--- src/rtl/cpu_pkg.sv ---
// cpu_pkg: shared CPU types, load/store access widths and LSU states
package cpu_pkg;

  typedef logic [31:0] cpu_word;
  typedef logic [4:0]  reg_select;

  typedef enum logic [1:0] {MEM_W, MEM_H, MEM_B} mem_mode;

  typedef enum logic [1:0] {LSU_IDLE, LSU_LOAD_WAIT, LSU_STORE_WAIT} lsu_state;

  localparam int CNT_W = 8;

  // True when the access width does not divide the byte address
  function automatic logic misaligned(mem_mode m, logic [1:0] a);
    return (m == MEM_H && a[0]) || (m == MEM_W && a != 2'b00);
  endfunction

endpackage

--- src/rtl/load_extend.sv ---
// load_extend: sign-/zero-extension of zero-extended RAM load data
module load_extend
  import cpu_pkg::*;
(
  input  cpu_word port2o,
  input  mem_mode mode,
  input  logic    sgn,
  output cpu_word data
);

  // Replicate the top bit of the accessed byte/halfword only on signed narrow loads
  always_comb
    data = !sgn            ? port2o :
           (mode == MEM_B) ? {{24{port2o[7]}}, port2o[7:0]} :
           (mode == MEM_H) ? {{16{port2o[15]}}, port2o[15:0]} : port2o;

endmodule

--- src/rtl/load_store_unit.sv ---
// load_store_unit: single-outstanding load/store initiator on the RAM data port.
// Optional LSU_ALIGN_CHECK_EN rejects misaligned halfword/word accesses with a fault.
module load_store_unit
  import cpu_pkg::*;
#(
  parameter int STORE_CYCLES = 2,
  parameter int WATCHDOG     = 16
) (
  input  logic        clk,
  input  logic        reset,
  input  logic        req_valid,
  input  logic        req_we,
  input  mem_mode     req_mode,
  input  logic        req_signed,
  input  logic [31:0] req_addr,
  input  logic [31:0] req_wdata,
  input  logic [4:0]  req_rd,
  output logic        req_ready,
  input  logic        iRegAvail,
  output logic        port2en,
  output logic        port2WEn,
  output logic [31:0] port2adr,
  output logic [31:0] port2i,
  output mem_mode     memMode,
  input  logic [31:0] port2o,
  input  logic        port2avail,
  output logic        wb_we,
  output logic [4:0]  wb_rd,
  output logic [31:0] wb_data,
  output logic        done,
  output logic        busy,
  output logic        fault
);

  lsu_state         state_q, state_d;
  logic [CNT_W-1:0] counter_q, counter_d;
  reg_select        rd_q, rd_d;
  mem_mode          mode_q, mode_d;
  logic             signed_q, signed_d;
  logic             wb_we_q, wb_we_d;
  reg_select        wb_rd_q, wb_rd_d;
  cpu_word          wb_data_q, wb_data_d;
  logic             done_q, done_d;
  logic             fault_q, fault_d;
  logic             issue, bad;
  cpu_word          ext_data;

  load_extend u_extend (
    .port2o (port2o),
    .mode   (mode_q),
    .sgn    (signed_q),
    .data   (ext_data)
  );

  // Request handshake: only from idle while the RAM is free; misaligned accesses never reach RAM
  always_comb begin
    issue     = (state_q == LSU_IDLE) & req_valid & iRegAvail;
`ifdef LSU_ALIGN_CHECK_EN
    bad       = misaligned(req_mode, req_addr[1:0]);
`else
    bad       = 1'b0;
`endif
    req_ready = issue;
    port2en   = issue & ~bad;
    port2WEn  = req_we;
    port2adr  = req_addr;
    port2i    = req_wdata;
    memMode   = req_mode;
  end

  // Next state: track the RAM response, run watchdog / store countdown, build one-cycle pulses
  always_comb begin
    state_d   = state_q;
    counter_d = counter_q;
    rd_d      = rd_q;
    mode_d    = mode_q;
    signed_d  = signed_q;
    wb_we_d   = 1'b0;
    wb_rd_d   = wb_rd_q;
    wb_data_d = wb_data_q;
    done_d    = 1'b0;
    fault_d   = fault_q;
    case (state_q)
      LSU_IDLE:
        if (issue) begin
          rd_d     = req_rd;
          mode_d   = req_mode;
          signed_d = req_signed;
          fault_d  = 1'b0;
          if (bad) begin
            fault_d = 1'b1;
            done_d  = 1'b1;
          end else if (req_we) begin
            state_d   = LSU_STORE_WAIT;
            counter_d = CNT_W'(STORE_CYCLES - 1);
          end else begin
            state_d   = LSU_LOAD_WAIT;
            counter_d = '0;
          end
        end
      LSU_LOAD_WAIT:
        if (port2avail) begin
          wb_data_d = ext_data;
          wb_rd_d   = rd_q;
          wb_we_d   = 1'b1;
          done_d    = 1'b1;
          state_d   = LSU_IDLE;
        end else if (counter_q == CNT_W'(WATCHDOG - 1)) begin
          fault_d = 1'b1;
          done_d  = 1'b1;
          state_d = LSU_IDLE;
        end else begin
          counter_d = counter_q + 1'b1;
        end
      LSU_STORE_WAIT:
        if (counter_q <= CNT_W'(1)) begin
          counter_d = '0;
          done_d    = 1'b1;
          state_d   = LSU_IDLE;
        end else begin
          counter_d = counter_q - 1'b1;
        end
      default: state_d = LSU_IDLE;
    endcase
  end

  // State and output registers, cleared asynchronously so a reset aborts any access at once
  always_ff @(posedge clk or negedge reset) begin
    if (!reset) begin
      state_q   <= LSU_IDLE;
      counter_q <= '0;
      rd_q      <= '0;
      mode_q    <= MEM_W;
      signed_q  <= 1'b0;
      wb_we_q   <= 1'b0;
      wb_rd_q   <= '0;
      wb_data_q <= '0;
      done_q    <= 1'b0;
      fault_q   <= 1'b0;
    end else begin
      state_q   <= state_d;
      counter_q <= counter_d;
      rd_q      <= rd_d;
      mode_q    <= mode_d;
      signed_q  <= signed_d;
      wb_we_q   <= wb_we_d;
      wb_rd_q   <= wb_rd_d;
      wb_data_q <= wb_data_d;
      done_q    <= done_d;
      fault_q   <= fault_d;
    end
  end

  assign wb_we   = wb_we_q;
  assign wb_rd   = wb_rd_q;
  assign wb_data = wb_data_q;
  assign done    = done_q;
  assign fault   = fault_q;
  assign busy    = (state_q != LSU_IDLE);

endmodule

--- config.mk ---
export PLATFORM = sky130hd
export DESIGN_NAME = load_store_unit
export DESIGN_NICKNAME = d
export VERILOG_FILES = /design/src/rtl/cpu_pkg.sv /design/src/rtl/load_extend.sv /design/src/rtl/load_store_unit.sv
export SDC_FILE = /design/constraint.sdc
export NUM_CORES = 1
export LEC_CHECK = 0
export CORE_ASPECT_RATIO = 2
export CORE_MARGIN = 2
export CORE_UTILIZATION = 35
export CTS_CLUSTER_DIAMETER = 120
export DETAILED_ROUTE_END_ITERATION = 10
export GPL_TIMING_DRIVEN = 0
export PLACE_DENSITY = 0.78
export SYNTH_ARGS = -nofsm -noshare
export SYNTH_HDL_FRONTEND = slang
export SYNTH_HIERARCHICAL = 1
export SYNTH_SLANG_ARGS = --single-unit
--- constraint.sdc ---
create_clock -name clk -period 3.75 [get_ports clk]
set_clock_uncertainty 0.2 [all_clocks]
set_input_delay 0.375 -clock clk [delete_from_list [all_inputs] [get_ports clk]]
set_output_delay 0.375 -clock clk [all_outputs]
set_load 0.01 [all_outputs]
==> summary.md <==
| Metric | Value |
|---|---|
| Syn_nets | roughly 500 |
| Core region area | ~0.011 mm2 |
| Flops & latches, synth | a little under 60 |
| Relative slew slack | approximately 35% |
| Worst-Skew Late Latency | around 0.32 ns |
| Syn avg cell area | 10.1 um2 |
| Row count | between 50 and 60 |
| Finished Cell Area | ~0.0059 mm2 |
| DRC Markers | 0 |
| Synth unique cells | 55 |
| Cells after Synth | approximately 380 |
| Share of the synthesized area in the top cell type | 37.5% |
| Final nets | 660 |
| Initial Utilization | a little over a third |
| First-pass GRT wire length | approximately 18 mm |
| GP Congestion | 0.880 |
| Final TNS setup | 0 ns |
| Clk buf depth | 2 |
| RSZ-0062 raised after global routing | no |
| Register area share after synthesis | between 30% and 40% |
| Share of layout cells above drive strength 1 | between 20 and 25% |
| Area after DPL | around 0.0055 mm2 |
| Most common cell after layout, fill and taps aside | clkdlybuf4s50_1 |
| Total of warnings raised by yosys | 6 |
| Arrival @ worst endpoint | 2.35 ns |
| WS Path Type | flip-flop to output pin |
| Status | finished clean |
| Post-DR vias/cell | between 4 and 5 |
| Synth area leader | dfrtp_1 |
| Pin count of the biggest net entering global routing | 37 |
| Clock transition at path regs | around 0.050 ns |
| Commonest non-fill, non-tap cells in the layout | 147 x clkdlybuf4s50_1, 79 x buf_4, 58 x dfrtp_1 |
| Slew @ Worst Pin | ~0.97 ns |
| GRT Total Usage | between 10% and 20% |
| Fin. max-slew vios | 0 |
| Critical Path RT | approximately 3.2 ns |
| Critical path peak fanout | 10 |
| Critical path endpoint category | output pin |
| Min cycle time layout | around 2.9 ns |
| Hold Path Class | primary input to flip-flop |
| Cts bufs inserted | 9 |
| DRT Wirelength | between 10 and 15 mm |
| Global route overflow | 0 |
| H-Tree Depth | 3 |
| # port buffers | between 100 and 150 |
| Final setup viols | 0 |
| Layout Cells excl Fill | between 600 and 700 |
| CTS Sinks | 58 |
| WL/cell | 16.0 um |
| Max VDD drop | 353 uV |
| Max Cap Viol | 0 |
| Pwr Density | approximately 680 mW/mm2 |
| Die W | a little under 80 um |
| Worst hold slack | approximately 0.074 ns |
| Final HPWL DP | between 8 and 9 mm |
| TritonCTS clock tree | built |
| Peak Freq | around 0.34 GHz |
| Number of antenna diodes | 0 |
| Initial antenna violation count | 0 |
| Worst setup SP type | flip-flop |
| Vias in the first global route | about 3700 |
| Post-Syn Area | ~0.0039 mm2 |
| Initial DRC count | approximately 110 |
| Layout area overhead | 51.3% |
| Root buf cell | clkbuf_16 |
| Final hold vios | 0 |
| Antenna viol nets, final | 0 |
| Drt first pass iters | 5 |
| Die height | about 150 um |
| Ports | 220 |
| Area contributors post-synth | dfrtp_1 37%, buf_4 15%, mux2_1 11% |
| Dpl cells | around 670 |
| Final period utilization | 77.9% |
| Leakage | 2.53 nW |
| Die ar. | 0.0120 mm2 |
| Vias | 3443 |
[what timing repair did]
| item | in CTS | in global routing |
|---|---|---|
| endpoints found under the hold margin | 22 | 0 |
| buffers inserted | 0 | 0 |
| hold buffers | 1 | 0 |
| resized for setup | 0 | 0 |
[cell usage after synthesis, drive strengths merged]
library cell and instances:
a2bb2o 1, o31a 1, nand4b 3, o2111a 1, nor4 1, o22ai 5
nor3 23, inv 14, a22oi 1, a31oi 3, mux2 45, dfrtp 58
a311oi 1, o311ai 1, ha 6, clkbuf 5, or4 1, o21a 1
o31ai 1, a41oi 1, o211a 1, o2bb2ai 4, o21bai 1, or2 18
o311a 2, mux2i 4, o211ai 3, nor2 7, buf 89, nor2b 2
xnor2 1, nand3b 1, a32oi 1, nor3b 1, a21boi 2, nand2 17
and4 1, a211oi 1, nand3 5, a21oi 38, o21ai 8, xor2 1
nand2b 2
[report_power, final]
group / leakage, nW / switching (mW) / internal (mW)
combinational: 1.67 / 1.01 / 1.09
clock: 0.145 / 0.285 / 0.549
sequential: 0.710 / 0.154 / 0.911
total: 2.53 / 1.44 / 2.55
[stage by stage]
| stage | util (%) | worst slack (ns) | power (mW) |
|---|---|---|---|
| after floorplan | - | 1.51 | 2.28 |
| after CTS | 53.9 | 0.737 | 4.03 |
| after global routing | 53.9 | 0.542 | 4.26 |
| after global placement | 50.8 | 0.151 | 3.11 |
| after detailed placement | 51.0 | 1.03 | 3.17 |
| final | 53.9 | 0.830 | 3.99 |
[critical path, stage by stage, from the launching register on]
cell and delay (ns):
dfrtp_1 0.38, inv_1 0.10, ha_1 0.29, nand3_1 0.42
inv_1 0.20, buf_4 0.12, clkdlybuf4s50_1 0.52
[path summary, 6_finish.rpt]
kind | end | cells after the start | slack (ns) | start
max in group asynchronous | wb_data[5] | 3 | 2.39 | reset
min in group asynchronous | wb_data[19] | 2 | 0.37 | reset
setup reg to reg | wb_data[9] | 6 | 1.19 | state_q[1]
setup / recovery | req_ready | 6 | 0.83 | state_q[0]
hold / removal | wb_data[6] | 2 | 0.07 | port2o[6]
hold reg to reg | wb_data[0] | 1 | 0.28 | wb_data[0]
[routing by layer]
| metal | wire (um) | vias up | GRT usage (%) |
|---|---|---|---|
| li1 | - | 1592 | - |
| met4 | 240 | 0 | 7.60 |
| met2 | 6370 | 212 | 37.6 |
| met3 | 757 | 18 | 4.50 |
| met5 | 0 | - | 0 |
| met1 | 3680 | 1621 | 17.2 |
[cells by family after synthesis]
kind of cell	synth area share, %
xor+xnor	0.452
fa+ha+maj	1.94
mux	14.1
buf+inv	19.5
simple gates	13.3
compound gates	13.2
flops	37.5
[area by class of cell]
| class | count | area, um2 |
|---|---|---|
| inverter | 14 | 57.6 |
| clock buffer | 12 | 256 |
| multi-input combinational | 217 | 1670 |
| clock inverter | 4 | 50.0 |
| buffer | 94 | 698 |
| tap | 140 | 175 |
| fill | 956 | 5020 |
| timing repair buffer | 150 | 1510 |
| sequential | 58 | 1450 |
[flip-flops by register name, summed over array words and instances, names as in the netlist]
name and cells:
counter_q 8, signed_q 1, wb_data 32, wb_we 1, fault 1, mode_q 2
wb_rd 5, state_q 2, rd_q 5, done 1
Power figures use the tool's default switching activity.
==> RTL change 1 (config.mk and constraints unchanged) <==
Reset style: synchronous (`reset`), changed in one clocked block. Comments in the files are not updated.
--- a/src/rtl/load_store_unit.sv
+++ b/src/rtl/load_store_unit.sv
@@ -125,7 +125,7 @@
   end
 
   // State and output registers, cleared asynchronously so a reset aborts any access at once
-  always_ff @(posedge clk or negedge reset) begin
+  always_ff @(posedge clk) begin
     if (!reset) begin
       state_q   <= LSU_IDLE;
       counter_q <= '0;
Function: differs if reset is asserted again (counterexample within 4 cycles, from zero or initial values and one cycle with reset low); with reset held inactive, the same outputs for 10 cycles.
==> RTL change 1 against the original RTL <==
Routed wire length is 4.6% higher. Core utilization hardly changed. Sequential cell count stayed put. Worst setup slack worse by 130 ps. Area after synthesis is 4.7% lower. Count of clock-buffer cells in the layout is 2 lower. Synthesized cell count is 29% higher. Critical path depth stayed put. Cell area is 4.4% lower. Cell count is 15% higher. Critical endpoint unchanged. Largest cell class unchanged.
Power is not compared: it rests on default switching activity, and its combinational part moved more than twofold at a synthesized area within 25%.
==> RTL change 1: results (changes against the original RTL) <==
Global route
  – Gr usage total: 0.199 (was 0.188)
  – Initial antenna violation count: 0 (unchanged)
  – Number of global-route vias before repair: 3736 (was 3656)
  – Global-route wire length before repair: 18000 um (was 17600 um)
  – Largest net degree at the start of global routing: 12 (was 37)

Route
  – Via density: 4.88 (was 5.00)
  – Initial DRC Count: 165 (was 106)

Run status
  – Status: finished, final reports clean (unchanged)

Synthesis
  – Yosys cell types: 53 (was 55)
  – Most frequent cells after synthesis: 108 x nand2_1, 87 x a21oi_1, 79 x buf_4 (was 79 x buf_4, 58 x dfrtp_1, 38 x a21oi_1, 38 x mux2_1, 17 x nand2_1)
  – Sequential fraction of the synthesis area: 0.315 (was 0.375)
  – Fraction of registers with async set/reset: 0 (was 1.00)
  – Synth warn: 6 (unchanged)
  – Largest cells by area after synthesis: dfxtp_1 31%, buf_4 16%, a21oi_1 12%, nand2_1 11%, nor3_2 2.7% (was dfrtp_1 37%, buf_4 15%, mux2_1 11%, a21oi_1 4.9%, nor3_2 2.6%)

Cells and area
  – Fill cells: 981 (was 956)
  – Nets@finish: 768 (was 660)
  – Layout cells sized above 1: 0.196 (was 0.246)

Critical path
  – Worst EP arrival: 2480 ps (was 2350 ps)
  – Max FO, Critical Path: 11 (was 10)
  – Top Family by Delay on Critical Path: buffers and inverters (unchanged)
  – Crit path from: state_q[0]$_SDFFE_PN0P_ (was state_q[0]$_DFFE_PN0P_)
  – Max incr delay on CP: 470 ps (was 520 ps)

STA
  – Worst Tran Pin Value: 589 ps (was 972 ps)

Placed design
  – GPL Wtd Cong: 0.897 (was 0.880)
  – Hpwl dp: 9520 um (was 8860 um)
  – Port bufs: 147 (was 148)

Clocking
  – Worst-Skew Late Latency: 320 ps (about the same)

Hold path
  – Hold Crit Start: port2o[4] (was port2o[6])

Pwr
  – Net Sw Frac: 0.298
  – Seq pwr: 670 uW
  – Peak VDD IR: 0.204 mV
-- RTL change 1: logic make-up after synthesis --
| family | Yosys count | synth area share |
|---|---|---|
| AO/OA/AOI/OAI | 122 | 0.184 |
| AND/OR/NAND/NOR | 187 | 0.253 |
| adder cells (fa/ha/maj) | 6 | 0.0203 |
| multiplexers | 2 | 0.00543 |
| flip-flops | 58 | 0.315 |
| XOR/XNOR | 5 | 0.0119 |
| buffers and inverters | 114 | 0.211 |
-- RTL change 1: layout make-up --
class | count | area (um2) | area share
clock inverters | 6 | 42.5 | 0.00759
multi-input cells | 322 | 1750 | 0.312
flip-flops and latches | 58 | 1160 | 0.207
repair buffers | 147 | 1470 | 0.263
well taps | 137 | 171 | 0.0306
plain buffers | 105 | 741 | 0.132
clock buffers | 10 | 229 | 0.0409
inverters | 9 | 38.8 | 0.00692
-- RTL change 1: through the flow --
stage | instances | hold WS (ps) | total power, uW | area [um2]
2_1_floorplan | 494 | 232 | 1000 | 3690
3_3_place_gp | 778 | 237 | 1230 | 5330
3_5_place_dp | 778 | 245 | 1240 | 5330
4_1_cts | 794 | 96.0 | 1980 | 5600
5_1_grt | 794 | 97.2 | 2070 | 5600
6_report | 794 | 102 | 1960 | 5600
-- RTL change 1: metal layers --
metal	vias up	track usage	routed length (um)
li1	1899	-	-
met1	1711	0.180	3790
met2	229	0.387	6350
met3	33	0.0545	904
met4	0	0.114	507
met5	-	0	0
-- RTL change 1: worst paths after layout --
check                                                 end  slack, ps  depth (start not counted)
worst max-delay path                            req_ready        700                          6
worst min-delay path              wb_data[4]$_SDFFE_PN0P_        100                          3
worst max register to register  counter_q[2]$_SDFFE_PN0P_       1370                          7
worst min register to register    wb_data[6]$_SDFFE_PN0P_        250                          2
==> RTL change 2 (same settings) <==
Made on the original files. The option `LSU_ALIGN_CHECK_EN` is turned on by a define.
--- a/src/rtl/load_store_unit.sv
+++ b/src/rtl/load_store_unit.sv
@@ -1,5 +1,7 @@
 // load_store_unit: single-outstanding load/store initiator on the RAM data port.
 // Optional LSU_ALIGN_CHECK_EN rejects misaligned halfword/word accesses with a fault.
+`define LSU_ALIGN_CHECK_EN
+
 module load_store_unit
   import cpu_pkg::*;
 #(
Function: changed (Yosys sat finds a counterexample within 4 cycles, from zero or initial values and one cycle with reset low).
==> RTL change 2 against the original RTL <==
Cell area is 0.17% higher. Routed wire length is 3.5% higher. Worst setup slack worse by 350 ps. Clock power is 2% lower. Area after synthesis is 0.19% lower. Critical path depth stayed put. Sequential share of layout area hardly changed. Sequential cell count stayed put. Count of clock-buffer cells in the layout is 1 lower. Core utilization is 0.43 points higher. Via count is 2.8% higher. Cell count is 1.5% higher. Total power is 1.6% lower. Largest power group unchanged.
==> RTL change 2: results (changes against the original RTL) <==
Run status
  – Status: finished, final reports clean (unchanged)

Hold path
  – HP Class: in -> reg (unchanged)

Critical path
  – Worst EP arrival: 2700 ps (was 2350 ps)
  – Worst path slowest cell: clkdlybuf4s50_1 (unchanged)
  – Top Family by Delay on Critical Path: buffers and inverters (unchanged)
  – Max incr delay on CP: 590 ps (was 520 ps)
  – Max FO, Critical Path: 10 (unchanged)

Clocking
  – Clk pin slew, worst setup/hold paths: 50 ps (about the same)
  – Clk root buf: clkbuf_16 (unchanged)
  – CTS H-tree depth: 3 (unchanged)
  – Worst-Skew Late Latency: 320 ps (about the same)
  – CTS Buffer Depth: 2 (unchanged)
  – Cts bufs inserted: 9 (unchanged)

Synthesis
  – Yosys cell types: 51 (was 55)
  – Synth warn: 6 (unchanged)
  – Fraction of registers with async set/reset: 1.00 (unchanged)
  – Sequential fraction of the synthesis area: 0.376 (was 0.375)
  – Most frequent cells after synthesis: 78 x buf_4, 58 x dfrtp_1, 46 x mux2_2 (was 79 x buf_4, 58 x dfrtp_1, 38 x a21oi_1, 38 x mux2_1, 17 x nand2_1)
  – Largest cells by area after synthesis: dfrtp_1 38%, buf_4 15%, mux2_2 13%, a21oi_1 5.3%, nor3_2 2.6% (was dfrtp_1 37%, buf_4 15%, mux2_1 11%, a21oi_1 4.9%, nor3_2 2.6%)
  – Synth Net Count: 509 (was 499)
  – Primary FF master, synth: dfrtp_1 (unchanged)

Cells and area
  – Largest register FFs: 32 (unchanged)
  – Layout cells sized above 1: 0.306 (was 0.246)
  – Nets@finish: 672 (was 660)
  – Diode count: 0 (unchanged)

Global route
  – Initial antenna violation count: 0 (unchanged)
  – Remaining global-route overflow: 0 (unchanged)
  – Number of global-route vias before repair: 3690 (was 3656)
  – Largest net degree at the start of global routing: 32 (was 37)
  – Global-route wire length before repair: 17700 um (was 17600 um)
  – Gr usage total: 0.188 (about the same)

Route
  – Initial DRC Count: 152 (was 106)
  – DR pass1 iterations: 4 (was 5)
  – WL final: 11400 um (was 11000 um)
  – Vias: 3538 (was 3443)

Placed design
  – GPL Wtd Cong: 0.916 (was 0.880)
  – Port bufs: 150 (was 148)
  – Hpwl dp: 9260 um (was 8860 um)

STA
  – Worst Tran Pin Value: 849 ps (was 972 ps)

Pwr
  – Leak: 0.00253 uW (about the same)
  – Peak VDD IR: 0.366 mV (was 0.353 mV)
-- RTL change 2: cell count changes after synthesis, sizes merged, moves of 3 or more --
cell | before | now
a21oi | 38 | 41
a31oi | 3 | 0
buf | 89 | 85
clkbuf | 5 | 12
inv | 14 | 10
mux2i | 4 | 1
nand2 | 17 | 20
nor3 | 23 | 20
o21ai | 8 | 17
o22ai | 5 | 1
o2bb2ai | 4 | 0
-- RTL change 2: worst paths after layout --
kind                            cells after the start                    from  slack, ps                  endpoint
max in group asynchronous                           3                   reset       2290      wb_rd[1]$_DFFE_PN0P_
worst max register to register                      9  state_q[1]$_DFFE_PN0P_        640  counter_q[6]$_DFFE_PN0P_
min in group asynchronous                           2                   reset        450   wb_data[15]$_DFFE_PN0P_
worst min register to register                      1     rd_q[1]$_DFFE_PN0P_        300      wb_rd[1]$_DFFE_PN0P_
worst min-delay path                                2               port2o[0]         90    wb_data[0]$_DFFE_PN0P_
worst max-delay path                                6  state_q[0]$_DFFE_PN0P_        480                   port2en
-- RTL change 2: area by class of cell --
cell class              count  area, um2
inverters                  10       42.5
clock inverters             4       51.3
plain buffers              97        693
fillers                   964       4940
clock buffers              11        253
repair buffers            152       1530
well taps                 140        175
flip-flops and latches     58       1450
multi-input cells         227       1680
-- RTL change 2: cell families after synthesis --
| group | after synthesis | synth area share |
|---|---|---|
| mux | 47 | 0.137 |
| fa+ha+maj | 7 | 0.0227 |
| buf+inv | 107 | 0.190 |
| xor+xnor | 5 | 0.0113 |
| compound gates | 78 | 0.120 |
| simple gates | 90 | 0.143 |
| flops | 58 | 0.376 |
-- RTL change 2: per-stage QoR --
stage	std cells	hold slack [ps]	setup slack (ps)	power [uW]	area, um2
floorplan	392	-121	1280	2220	3860
global placement	682	282	290	3050	5540
detailed placement	683	250	706	3120	5560
CTS	699	77.2	430	3960	5870
global route	699	79.8	278	4160	5870
finish	699	92.7	475	3930	5870
-- RTL change 2: layer usage --
metal / part of all wire / vias to the layer above / global-route usage
met4: 0.034 / 0 / 0.0986
met3: 0.084 / 25 / 0.0492
met1: 0.31 / 1680 / 0.162
li1: - / 1619 / -
met2: 0.57 / 214 / 0.374
met5: 0 / - / 0
-- RTL change 2: timing repair --
action	CTS	global route
gates resized for setup	0	0
buffers inserted	0	0
hold buffers	1	0
endpoints found under the hold margin	27	0
-- RTL change 2: report_power, final --
| part | internal [uW] | leakage (uW) | total (uW) | switching, uW |
|---|---|---|---|---|
| Clock | 545 | 0.000148 | 817 | 272 |
| Sequential | 909 | 0.000709 | 1090 | 182 |
| Combinational | 1080 | 0.00167 | 2020 | 940 |
| Total | 2530 | 0.00253 | 3930 | 1390 |
